$ cat config.mk
export PLATFORM = sky130hd
export DESIGN_NAME = addsub_rr_sched
export DESIGN_NICKNAME = d
export VERILOG_FILES = /design/src/rtl/addsub_rr_sched_pkg.sv /design/src/rtl/addsub_rr_sched_stage.sv /design/src/rtl/addsub_rr_sched.sv
export SDC_FILE = /design/constraint.sdc
export NUM_CORES = 1
export LEC_CHECK = 0
export CAP_MARGIN = 10
export CORE_ASPECT_RATIO = 1.4
export CORE_MARGIN = 2
export CORE_UTILIZATION = 48
export CTS_BUF_LIST = sky130_fd_sc_hd__clkbuf_8
export DETAILED_ROUTE_END_ITERATION = 8
export PLACE_DENSITY = 0.93
export SKIP_CTS_REPAIR_TIMING = 1
export SLEW_MARGIN = 10
export SYNTH_ARGS = -nofsm -noshare
export SYNTH_HDL_FRONTEND = slang
export SYNTH_SLANG_ARGS = --single-unit
$ cat constraint.sdc
create_clock -name clk -period 3.9 [get_ports clk]
set_input_delay 1.17 -clock clk [delete_from_list [all_inputs] [get_ports clk]]
set_output_delay 1.17 -clock clk [all_outputs]
set_load 0.01 [all_outputs]
$ cat src/rtl/addsub_rr_sched_pkg.sv
// addsub_sched_pkg: shared types and the round-robin pick function for the add/sub scheduler.
package addsub_sched_pkg;
  localparam int MAX_NREQ = 16;
  localparam int MAX_IDW = 4;
  localparam int MAX_W = 32;
  typedef enum logic [1:0] {IDLE, EXEC, RESP} state_t;
  typedef struct packed {
    logic gt;
    logic [MAX_W-1:0] data;
    logic [MAX_IDW-1:0] id;
  } res_t;
  typedef struct packed {
    logic found;
    logic [MAX_IDW-1:0] idx;
  } pick_t;
  // First valid requester at or after ptr, wrapping at n; ptr must be below n.
  function automatic pick_t rr_pick(input logic [MAX_NREQ-1:0] valid, input int ptr, input int n);
    pick_t p;
    int j;
    p = '0;
    for (int i = 0; i < MAX_NREQ; i++) begin
      j = ptr + i;
      if (j >= n) j -= n;
      if (i < n && !p.found && valid[MAX_IDW'(j)]) begin
        p.found = 1'b1;
        p.idx = MAX_IDW'(j);
      end
    end
    return p;
  endfunction
endpackage

$ cat src/rtl/addsub_rr_sched_stage.sv
// addsub_stage: registered unsigned compare plus add (A>B) or subtract (A<=B), holds when not loaded.
module addsub_stage import addsub_sched_pkg::*; #(
  parameter int W = 8,
  parameter int IDW = 2
) (
  input  logic           clk,
  input  logic           rst_n,
  input  logic           load_i,
  input  logic [W-1:0]   a_i,
  input  logic [W-1:0]   b_i,
  input  logic [IDW-1:0] id_i,
  output logic [W-1:0]   xout_o,
  output logic           gt_o,
  output logic [IDW-1:0] xid_o
);
  res_t res_q;
  logic gt;
  logic [W-1:0] x;
  always_comb begin
    gt = a_i > b_i;
    x = gt ? a_i + b_i : a_i - b_i;
  end
  always_ff @(posedge clk) begin
    if (!rst_n) res_q <= '0;
    else if (load_i) res_q <= '{gt: gt, data: MAX_W'(x), id: MAX_IDW'(id_i)};
  end
  assign xout_o = W'(res_q.data);
  assign gt_o = res_q.gt;
  assign xid_o = IDW'(res_q.id);
endmodule

$ cat src/rtl/addsub_rr_sched.sv
// addsub_rr_sched: round-robin arbiter feeding one registered add/sub stage, result returned with requester id.
module addsub_rr_sched import addsub_sched_pkg::*; #(
  parameter int NREQ = 4,
  parameter int W = 8
) (
  input  logic                    clk,
  input  logic                    rst_n,
  input  logic [NREQ-1:0]         req_valid_i,
  output logic [NREQ-1:0]         req_ready_o,
  input  logic [NREQ*W-1:0]       req_a_i,
  input  logic [NREQ*W-1:0]       req_b_i,
  output logic                    res_valid_o,
  input  logic                    res_ready_i,
  output logic [W-1:0]            res_data_o,
  output logic                    res_gt_o,
  output logic [$clog2(NREQ)-1:0] res_id_o
);
  localparam int IDW = $clog2(NREQ);
  state_t state_q, state_d;
  logic [IDW-1:0] ptr_q, ptr_d, id_q, win;
  logic [W-1:0] a_q, b_q;
  pick_t pick;
  logic hs, grant;
  // Grant is gated by reset so no ready pulse escapes while reset is held.
  always_comb begin
    pick = rr_pick(MAX_NREQ'(req_valid_i), int'(ptr_q), NREQ);
    win = IDW'(pick.idx);
    hs = state_q == RESP && res_ready_i;
    grant = rst_n && pick.found && (state_q == IDLE || hs);
    state_d = state_q == EXEC ? RESP : (state_q == IDLE || hs) ? (grant ? EXEC : IDLE) : RESP;
    ptr_d = grant ? (win == IDW'(NREQ - 1) ? '0 : win + IDW'(1)) : ptr_q;
    req_ready_o = grant ? NREQ'(1) << win : '0;
  end
  always_ff @(posedge clk) begin
    if (!rst_n) begin
      state_q <= IDLE;
      ptr_q <= '0;
      a_q <= '0;
      b_q <= '0;
      id_q <= '0;
    end else begin
      state_q <= state_d;
      ptr_q <= ptr_d;
      if (grant) begin
        a_q <= W'(req_a_i >> (W * int'(win)));
        b_q <= W'(req_b_i >> (W * int'(win)));
        id_q <= win;
      end
    end
  end
  addsub_stage #(.W(W), .IDW(IDW)) u_stage (
    .clk(clk),
    .rst_n(rst_n),
    .load_i(state_q == EXEC),
    .a_i(a_q),
    .b_i(b_q),
    .id_i(id_q),
    .xout_o(res_data_o),
    .gt_o(res_gt_o),
    .xid_o(res_id_o)
  );
  assign res_valid_o = state_q == RESP;
endmodule
Word-level counts from Yosys, hierarchy flattened
Cells that the tools add are included.
- register bits after elaboration: 33
- latch bits: 0
- bits in writable memories: 0
- memory bits (read-only): 0
- input bits: 71
- logic and storage cells: 74
- memories: 0
- add/sub/neg operators: 10
- $mul: 0
- div/mod/pow operators: 0
- magnitude comparators: 9
- eq/ne operators: 3
- shifts and indexed selects: 3
- muxes and demuxes: 26
- bitwise operators: 2
- reduce and logical (&&, ||, !) cells: 12
- operators by type and width (operator ; number):
    >> shifter 32 x 5 -> 8 bit ; 2
    less-than comparator 4 x 6 -> 1 bit (second input constant) ; 4
    2-to-1 mux 4 bit ; 5
    2-to-1 mux 5 bit ; 4
    binary-select mux 1 bit (select 4 bit) ; 4
    subtractor 3 x 3 -> 4 bit (second input constant) ; 3
    >= comparator 3 bit (second input constant) ; 3
    2-to-1 mux 1 bit ; 9
    adder 8 bit ; 1
    greater-than comparator 8 bit ; 1
    2-to-1 mux 8 bit ; 1
    subtractor 8 bit ; 1
    adder 2 x 2 -> 3 bit (second input constant) ; 2
    logical AND 1 bit ; 6
    2-to-1 mux 2 bit ; 3
    equality test 2 bit (second input constant) ; 2
    << shifter 1 x 2 -> 4 bit (first input constant) ; 1
    subtractor 2 x 3 -> 4 bit (second input constant) ; 1
    adder 2 x 1 -> 3 bit (second input constant) ; 1
    >= comparator 2 x 3 -> 1 bit (second input constant) ; 1
    logical NOT 1 bit ; 3
    OR reduction 3 bit ; 1
    adder 2 x 1 -> 2 bit (second input constant) ; 1
    equality test 2 x 1 -> 1 bit (second input constant) ; 1
    3 further kinds ; 4

Logic depth before layout (Yosys ltp)
Gate-level depths: netlist of the first run.
- word-level depth: 20
- mapped depth: 11
- mapped depth without buffers: 10

Hierarchy
From an unflattened synthesis of the first run, not the netlist that was laid out.
- cells, all modules: 284
- area total of the unflattened synthesis: 2588.7 µm²
- modules (own cells, without submodules) (module ; times used ; cells each ; area each (µm²) ; seq. area each (µm²)):
    addsub_rr_sched ; 1 ; 159 ; 1495.2 ; 440.4
    addsub_stage ; 1 ; 125 ; 1093.5 ; 220.2

Worst setup path after synthesis of the first run
No wires, ideal clock.
- path type: input to output
- start point: in req_valid_i[0]
- end point: out req_ready_o[1]
- arrival time: 2668 ps
- data required time: 2730 ps
- slack: 62 ps
- stages on the path: 8
- path through: mux2i_1 -> or3_1 -> a221o_1 -> o311ai_4 -> nand2b_2 -> buf_6 -> buf_4 -> nor3_1
- cells in the longest elaborated chain, start to end: 16
- RTL lines (item ; line ; text):
    start: declaration ; addsub_rr_sched.sv:8 ; input logic [NREQ-1:0] req_valid_i,
    binary-select mux 1 bit (select 4 bit) ; addsub_rr_sched_pkg.sv:24 ; if (i < n && !p.found && valid[MAX_IDW'(j)]) begin
    2-to-1 mux 1 bit (implied by the code) (2 in a row) ; addsub_rr_sched_pkg.sv:24 ;
    2-to-1 mux 5 bit ; addsub_rr_sched_pkg.sv:24 ;
    logical NOT 1 bit ; addsub_rr_sched_pkg.sv:24 ;
    logical AND 1 bit ; addsub_rr_sched_pkg.sv:24 ;
    2-to-1 mux 5 bit ; addsub_rr_sched_pkg.sv:24 ;
    logical NOT 1 bit ; addsub_rr_sched_pkg.sv:24 ;
    logical AND 1 bit ; addsub_rr_sched_pkg.sv:24 ;
    2-to-1 mux 5 bit ; addsub_rr_sched_pkg.sv:24 ;
    logical NOT 1 bit ; addsub_rr_sched_pkg.sv:24 ;
    logical AND 1 bit ; addsub_rr_sched_pkg.sv:24 ;
    2-to-1 mux 5 bit (*) ; addsub_rr_sched_pkg.sv:24 ;
    logical AND 1 bit (2 in a row) ; addsub_rr_sched.sv:29 ; grant = rst_n && pick.found && (state_q == IDLE || hs);
    2-to-1 mux 4 bit (*) ; addsub_rr_sched.sv:32 ; req_ready_o = grant ? NREQ'(1) << win : '0;
    end: declaration ; addsub_rr_sched.sv:9 ; output logic [NREQ-1:0] req_ready_o,
Every way passes the cells marked *; elsewhere a longest branch is shown, timed or not. The select of a mux whose other input is x is not followed.

Worst setup path in the final report of the first run
- start point: in req_valid_i[2]
- end point: out req_ready_o[3]
The elaborated chain is that of the path after synthesis.

==> results of run 1 <==
[registers in the layout, indices dropped and copies added (netlist names)]
register / count
a_q: 8
b_q: 8
u_stage.xout_o: 8
id_q: 2
ptr_q: 2
state_q: 2
u_stage.xid_o: 2
u_stage.gt_o: 1
[power groups by stage]
stage / clock (mW) / combinational, mW / sequential [mW]
after CTS: 0.257 / 2.37 / 0.589
after floorplan: 0 / 1.77 / 0.582
final: 0.255 / 2.45 / 0.588
after global placement: 0 / 2.27 / 0.583
after detailed placement: 0 / 2.35 / 0.595
after global routing: 0.274 / 2.66 / 0.607
[synthesized netlist by cell type, types with 3 or more instances]
| cell | number | area, um^2 |
|---|---|---|
| dfxtp_1 | 33 | 661 |
| a221oi_1 | 30 | 263 |
| inv_1 | 28 | 105 |
| nor2b_1 | 21 | 131 |
| a21oi_1 | 20 | 100 |
| and2b_1 | 20 | 150 |
| ha_1 | 19 | 238 |
| nand2_1 | 18 | 67.6 |
| o32ai_1 | 16 | 140 |
| nor2_1 | 12 | 45.0 |
| clkbuf_1 | 10 | 37.5 |
| nor3_1 | 6 | 30.0 |
| mux2i_1 | 5 | 50.1 |
| nand3_1 | 5 | 25.0 |
| xnor2_1 | 5 | 43.8 |
| a21o_1 | 4 | 30.0 |
| a221oi_2 | 4 | 60.1 |
| buf_2 | 4 | 20.0 |
| buf_6 | 4 | 45.0 |
| nand2b_1 | 4 | 25.0 |
| o21ai_0 | 4 | 20.0 |
| a211oi_1 | 3 | 22.5 |
| o21bai_1 | 3 | 22.5 |
[cell type report]
| class | instances | area share [%] |
|---|---|---|
| inverters | 29 | 2.86 |
| well taps | 68 | 2.23 |
| flip-flops and latches | 33 | 17.4 |
| repair buffers | 106 | 26.1 |
| clock inverters | 1 | 0.0986 |
| clock buffers | 6 | 2.17 |
| multi-input cells | 235 | 49.2 |
[final timing paths]
check | to | cells after the start
worst max register to register | b_q[7]$_SDFFE_PN0P_ | 10
worst min register to register | id_q[0]$_SDFFE_PN0P_ | 2
worst min-delay path | id_q[0]$_SDFFE_PN0P_ | 2
worst max-delay path | req_ready_o[3] | 9
[through the flow]
| stage | setup slack, ns | hold WS [ns] | power, mW | setup TNS [ns] | util, % |
|---|---|---|---|---|---|
| 2_1_floorplan | 0.0615 | 0.429 | 2.35 | 0 | - |
| 3_3_place_gp | -0.649 | 0.439 | 2.85 | -2.50 | 67.3 |
| 3_5_place_dp | -0.708 | 0.441 | 2.94 | -2.78 | 67.3 |
| 4_1_cts | -0.707 | 0.452 | 3.22 | -2.78 | 68.8 |
| 5_1_grt | -0.0251 | 0.466 | 3.54 | -0.0251 | 69.4 |
| 6_report | 0.0431 | 0.453 | 3.29 | 0 | 69.4 |
[worst max-delay path, stage by stage]
cell and delay [ns]:
dlymetal6s2s_1 0.16, mux2_4 0.27, nand3_2 0.09, a221oi_2 0.06, o21a_2 0.25, buf_4 0.14, nand2b_2 0.20, nor3_2 0.19
buf_2 0.15
[cell usage in the layout, fill, tap and decap left out, types with 2 or more instances in the layout]
master	count
o31a_1	2
o32ai_1	16
and2b_1	20
o31ai_1	2
nand2b_1	4
mux2i_1	5
a221oi_2	5
a21oi_1	20
clkdlybuf4s50_1	78
dlymetal6s2s_1	3
a221oi_1	29
nor2_1	12
xnor2_1	5
fa_1	2
a211oi_1	3
o21a_2	2
buf_4	20
o21bai_1	3
o22ai_1	2
clkbuf_2	3
o211ai_1	2
buf_2	2
o21ai_0	4
a31oi_1	2
nand2_1	17
ha_1	19
dfxtp_1	33
clkbuf_8	6
a21o_1	4
inv_1	29
nor3_2	3
nor3_1	4
nand3_1	4
nor2b_1	20
[layer usage]
| metal | wire (um) | vias to the layer above | global-route usage, % |
|---|---|---|---|
| li1 | - | 1361 | - |
| met1 | 2900 | 1324 | 30.0 |
| met2 | 4000 | 124 | 43.1 |
| met3 | 474 | 25 | 4.33 |
| met4 | 185 | 0 | 10.9 |
| met5 | 0 | - | 0 |
[logic make-up after synthesis]
family / count (synthesis) / share of synthesized area [%]
buffers and inverters: 50 / 8.46
DFF: 33 / 24.3
adders and majority gates: 21 / 10.2
AOI/OAI and AO/OA: 106 / 32.3
xor gates and xnor gates: 6 / 1.93
and+or+nand+nor: 95 / 19.8
muxes: 7 / 3.08
==> flow_summary.yaml, run 1 <==
power:
  power_switching_mw: 1.59
  power_density_mw_per_mm2: 864
  power_leakage_nw: 1.58
  power.share.clock_pct: 7.7
  p_comb_share_pct: 74.4
  p_sw_share_pct: 48.3
  p_int_mw: 1.70
  ir_drop_uv: 394
  p_seq_share_pct: 17.9
clock_network:
  clock_path_buffers: 2
  cts_tree: "built"
  clkLatencyLatePin_ns: 0.29
  clkSinkCount: 33
  clkTransAtPathRegs_ns: 0.06
  cts_made_buffers: 5
  root_buffer: "clkbuf_8"
  h-tree-depth: 2
floorplan:
  io_pins: 87
  core_mm2: 0.00549
  initial_core_util_pct: 49.6
  dieArea_mm2: 0.00630
  rows: 32
  fp.dieW_um: 67.7
  die_h_um: 93.1
synth:
  synth.avg_cell_area_um2: 8.56
  synthFlopType: "dfxtp_1"
  synth_cells: 318
  synth_enable_flop_cells: 0
  yosysUniqueCellTypes: 54
  synthArstFlopShare_pct: 0
  syn-cell-area_mm2: 0.00272
  yosysWarnings: 0
  syn-num-nets: 410
  synth-seq-cells: 33
  synth_seq_area_share_pct: 24.3
worst_hold_path:
  min_path_type: "reg2reg"
  hp-start: "id_q[0]$_SDFFE_PN0P_"
timing:
  fmax_mhz: 259
  slew_headroom_pct: 52.6
  fin_crit_ns: 3.86
  finalMaxSlewViolations: 0
  hold_viol_final: 0
  setup_viol: 0
  tightest_slew_ns: 0.709
  clock_skew_ns: 0.00638
  period_share_pct: 98.9
grt:
  grt_pass1_vias: 2746
  gr-total-overflow: 0
  grt_max_degree: 34
  grtUsageTotal_pct: 25.2
  grt_antenna_before_repair: 0
  grt_pass1_wl_mm: 12.3
setup_path:
  worst-path-max-fanout: 4
  endpoint_kind: "output port"
  critPathLaunchType: "input pin"
  path_class: "in2out"
  r2r-start: "ptr_q[0]$_SDFFE_PN0P_"
  r2r_setup_slack_ns: 0.90
  arrival_ns: 2.69
  critPathRequiredTime_ns: 2.73
  cp-startpoint: "req_valid_i[2]"
run:
  drv_cap: 0
cells_and_area:
  fin_cells: 478
  area_growth_pct: 39.8
  seq_area_um2: 661
  diodes: 0
  drive_gt1_share_pct: 13.2
  multi_input_area_mm2: 0.00187
  nets: 502
  fill_cells: 393
  stdcell_area_mm2: 0.00381
routing:
  drc: 0
  dr.pass1.iters: 4
  wl_per_cell_um: 15.8
  via_per_inst: 5.93
  finalWirelength_mm: 7.56
  drt_iter0_markers: 133
  vias: 2834
  ant_nets: 0
placed_design:
  dpl_cell_area_mm2: 0.00369
  numPortBuffers: 86
  hpwl_mm: 5.86
  dp_cells: 470
  gp_routability_congestion: 0.895
status:
  status: "finished, final reports clean"
No activity file was read; power rests on OpenSTA's default activity.
==> run 2: changes to the inputs <==
--- a/config.mk
+++ b/config.mk
@@ -11,9 +11,9 @@
 export CORE_UTILIZATION = 48
 export CTS_BUF_LIST = sky130_fd_sc_hd__clkbuf_8
 export DETAILED_ROUTE_END_ITERATION = 8
-export PLACE_DENSITY = 0.93
-export SKIP_CTS_REPAIR_TIMING = 1
+export PLACE_DENSITY = 0.94
 export SLEW_MARGIN = 10
 export SYNTH_ARGS = -nofsm -noshare
 export SYNTH_HDL_FRONTEND = slang
+export SYNTH_HIERARCHICAL = 1
 export SYNTH_SLANG_ARGS = --single-unit
==> run 2 against run 1 <==
Net effect:
- the run now ends with setup timing left
- hold slack got worse by 0.0076 ns
- synthesized cell count fell by 11%
- sequential share of layout area about the same
==> flow_summary.yaml, run 2 <==
status:
  violations: "setup timing"
  status: "finished with violations"
timing:
  fin_crit_ns: 3.97
  period_share_pct: 102
  setup_viol: 4
  slew_headroom_pct: 26.7
  finalMaxSlewViolations: 0
  clock_skew_ns: 0.00520
  fin_ws_ns: -0.0694
  fmax_mhz: 252
  hold_ws_ns: 0.445
  tightest_slew_ns: 1.10
  rsz0062_at_grt: "yes"
  hold_viol_final: 0
placed_design:
  hpwl_mm: 5.15
  dpl_cell_area_mm2: 0.00360
  numPortBuffers: 86
  gp_routability_congestion: 0.907
  dp_cells: 438
clock_network:
  h-tree-depth: 2
  clkLatencyLatePin_ns: 0.29
  cts_made_buffers: 5
  root_buffer: "clkbuf_8"
  holdBufCountCts: 0
  clock_path_buffers: 2
  cts_tree: "built"
  clkSinkCount: 33
  clkTransAtPathRegs_ns: 0.07
setup_path:
  arrival_ns: 2.80
  r2r-start: "ptr_q[1]$_SDFFE_PN0P_"
  path_class: "in2out"
  endpoint_kind: "output port"
  rr_worst_depth: 11
  crit_path_end: "req_ready_o[2]"
  cp-startpoint: "req_valid_i[1]"
  critPathRequiredTime_ns: 2.73
  worst-path-max-fanout: 3
  reg2reg_to: "a_q[1]$_SDFFE_PN0P_"
  r2r_setup_slack_ns: 0.86
  critPathLaunchType: "input pin"
synth:
  yosys-top-cells-count: "45 x mux2i_1, 33 x dfxtp_1, 26 x nand2_1"
  synth-seq-cells: 33
  syn-cell-area_mm2: 0.00259
  synth.area.top_cells: "dfxtp_1 26%, mux2i_1 17%, ha_1 9.7%, o221ai_2 4.6%, nand2_1 3.8%"
  synth.top_cell.area_share_pct: 25.5
  yosysTopAreaCell: "dfxtp_1"
  synth_cells: 284
  yosysWarnings: 6
  synthFlopType: "dfxtp_1"
  synth.avg_cell_area_um2: 9.12
  synthArstFlopShare_pct: 0
  synth_seq_area_share_pct: 25.5
  yosysMostFrequentCell: "mux2i_1"
  syn-num-nets: 377
  yosysUniqueCellTypes: 53
  synth_enable_flop_cells: 0
routing:
  via_per_inst: 5.57
  wl_per_cell_um: 15.5
  ant_nets: 0
  finalWirelength_mm: 6.98
  dr.pass1.iters: 4
  vias: 2510
  drt_iter0_markers: 144
  drc: 0
floorplan:
  fp.dieW_um: 66.1
  initial_core_util_pct: 49.8
  io_pins: 87
  core_mm2: 0.00520
  rows: 31
  dieArea_mm2: 0.00600
  die_h_um: 90.9
cells_and_area:
  stdcell_area_mm2: 0.00382
  final_cell_mix: "78 x clkdlybuf4s50_1, 43 x mux2i_1, 32 x dfxtp_1, 26 x nand2_1, 24 x buf_4"
  nets: 477
  fill_cells: 375
  final_core_util_pct: 73.5
  area_growth_pct: 47.6
  layout_commonest_cell: "clkdlybuf4s50_1"
  drive_gt1_share_pct: 19.7
  diodes: 0
  fin_cells: 451
worst_hold_path:
  min_path_type: "reg2reg"
  hp-start: "id_q[0]$_SDFFE_PN0P_"
power:
  power_density_mw_per_mm2: 708
  ir_drop_uv: 332
  fin_total_pwr_mw: 2.71
  power_leakage_nw: 1.72
grt:
  grt_pass1_vias: 2464
  grt_max_degree: 33
  grt_pass1_wl_mm: 11.0
  gr-total-overflow: 0
  grtUsageTotal_pct: 23.0
  grt_antenna_before_repair: 0
run:
  drv_cap: 0
run 2: changes by cell type after synthesis, sizes merged, moves of 8 or more:
| cell | previous run | this run |
|---|---|---|
| a21oi | 21 | 8 |
| a221oi | 34 | 2 |
| and2b | 20 | 1 |
| inv | 29 | 21 |
| mux2i | 5 | 45 |
| nand2 | 18 | 26 |
| nor2b | 21 | 9 |
| o221ai | 0 | 16 |
| o32ai | 16 | 0 |
run 2: worst min-delay path by stage:
stage	end	slack, ns	cells after the start
detailed placement	id_q[0]$_SDFFE_PN0P_	0.44	2
CTS	id_q[0]$_SDFFE_PN0P_	0.45	2
floorplan	id_q[0]$_SDFFE_PN0P_	0.42	2
global route	id_q[0]$_SDFFE_PN0P_	0.47	2
finish	id_q[0]$_SDFFE_PN0P_	0.45	2
global placement	id_q[0]$_SDFFE_PN0P_	0.43	2
run 2: cells by family after synthesis:
kind of cell / share of synthesized area [%]
multiplexers: 18.7
adder cells (fa/ha/maj): 11.2
flip-flops: 25.5
XOR/XNOR: 0.677
AO/OA/AOI/OAI: 21.6
buffers and inverters: 6.86
AND/OR/NAND/NOR: 15.4
run 2: worst max-delay path: stages:
cell	delay [ns]
buf_8	0.08
mux2i_4	0.05
or3_4	0.40
a221oi_4	0.36
o21a_1	0.24
buf_4	0.15
o21ai_4	0.07
nor2_1	0.12
buf_4	0.15
run 2: metal layers:
metal	global-route usage (%)	wire length (um)
met5	0	0
met4	9.35	189
met3	2.62	219
met2	41.4	3940
met1	26.8	2630
run 2: timing repair:
item,in CTS,in global routing
setup buffers,5,1
pin swaps,9,11
resized for setup,45,17
setup endpoints to repair,4,4
run 2: report_power, final:
group | leakage (nW) | switching (mW) | internal, mW | total, mW
Clock | 0.0491 | 0.126 | 0.121 | 0.247
Sequential | 0.273 | 0.0889 | 0.459 | 0.547
Combinational | 1.40 | 0.983 | 0.927 | 1.91
run 2: area by class of cell:
cell class	instances	area [um^2]	area share (%)
tap	66	82.6	2.16
multi-input combinational	213	1870	49.1
sequential	33	662	17.3
inverter	21	78.8	2.06
clock buffer	5	68.8	1.80
clock inverter	3	13.8	0.360
timing repair buffer	110	1040	27.2
run 2: through the flow:
step                setup WS [ns]  setup TNS, ns
finish                    -0.0694         -0.231
global route               -0.145         -0.522
CTS                      -0.00884        -0.0126
detailed placement         -0.895          -3.25
global placement           -0.834          -3.01
floorplan                 -0.0273        -0.0273
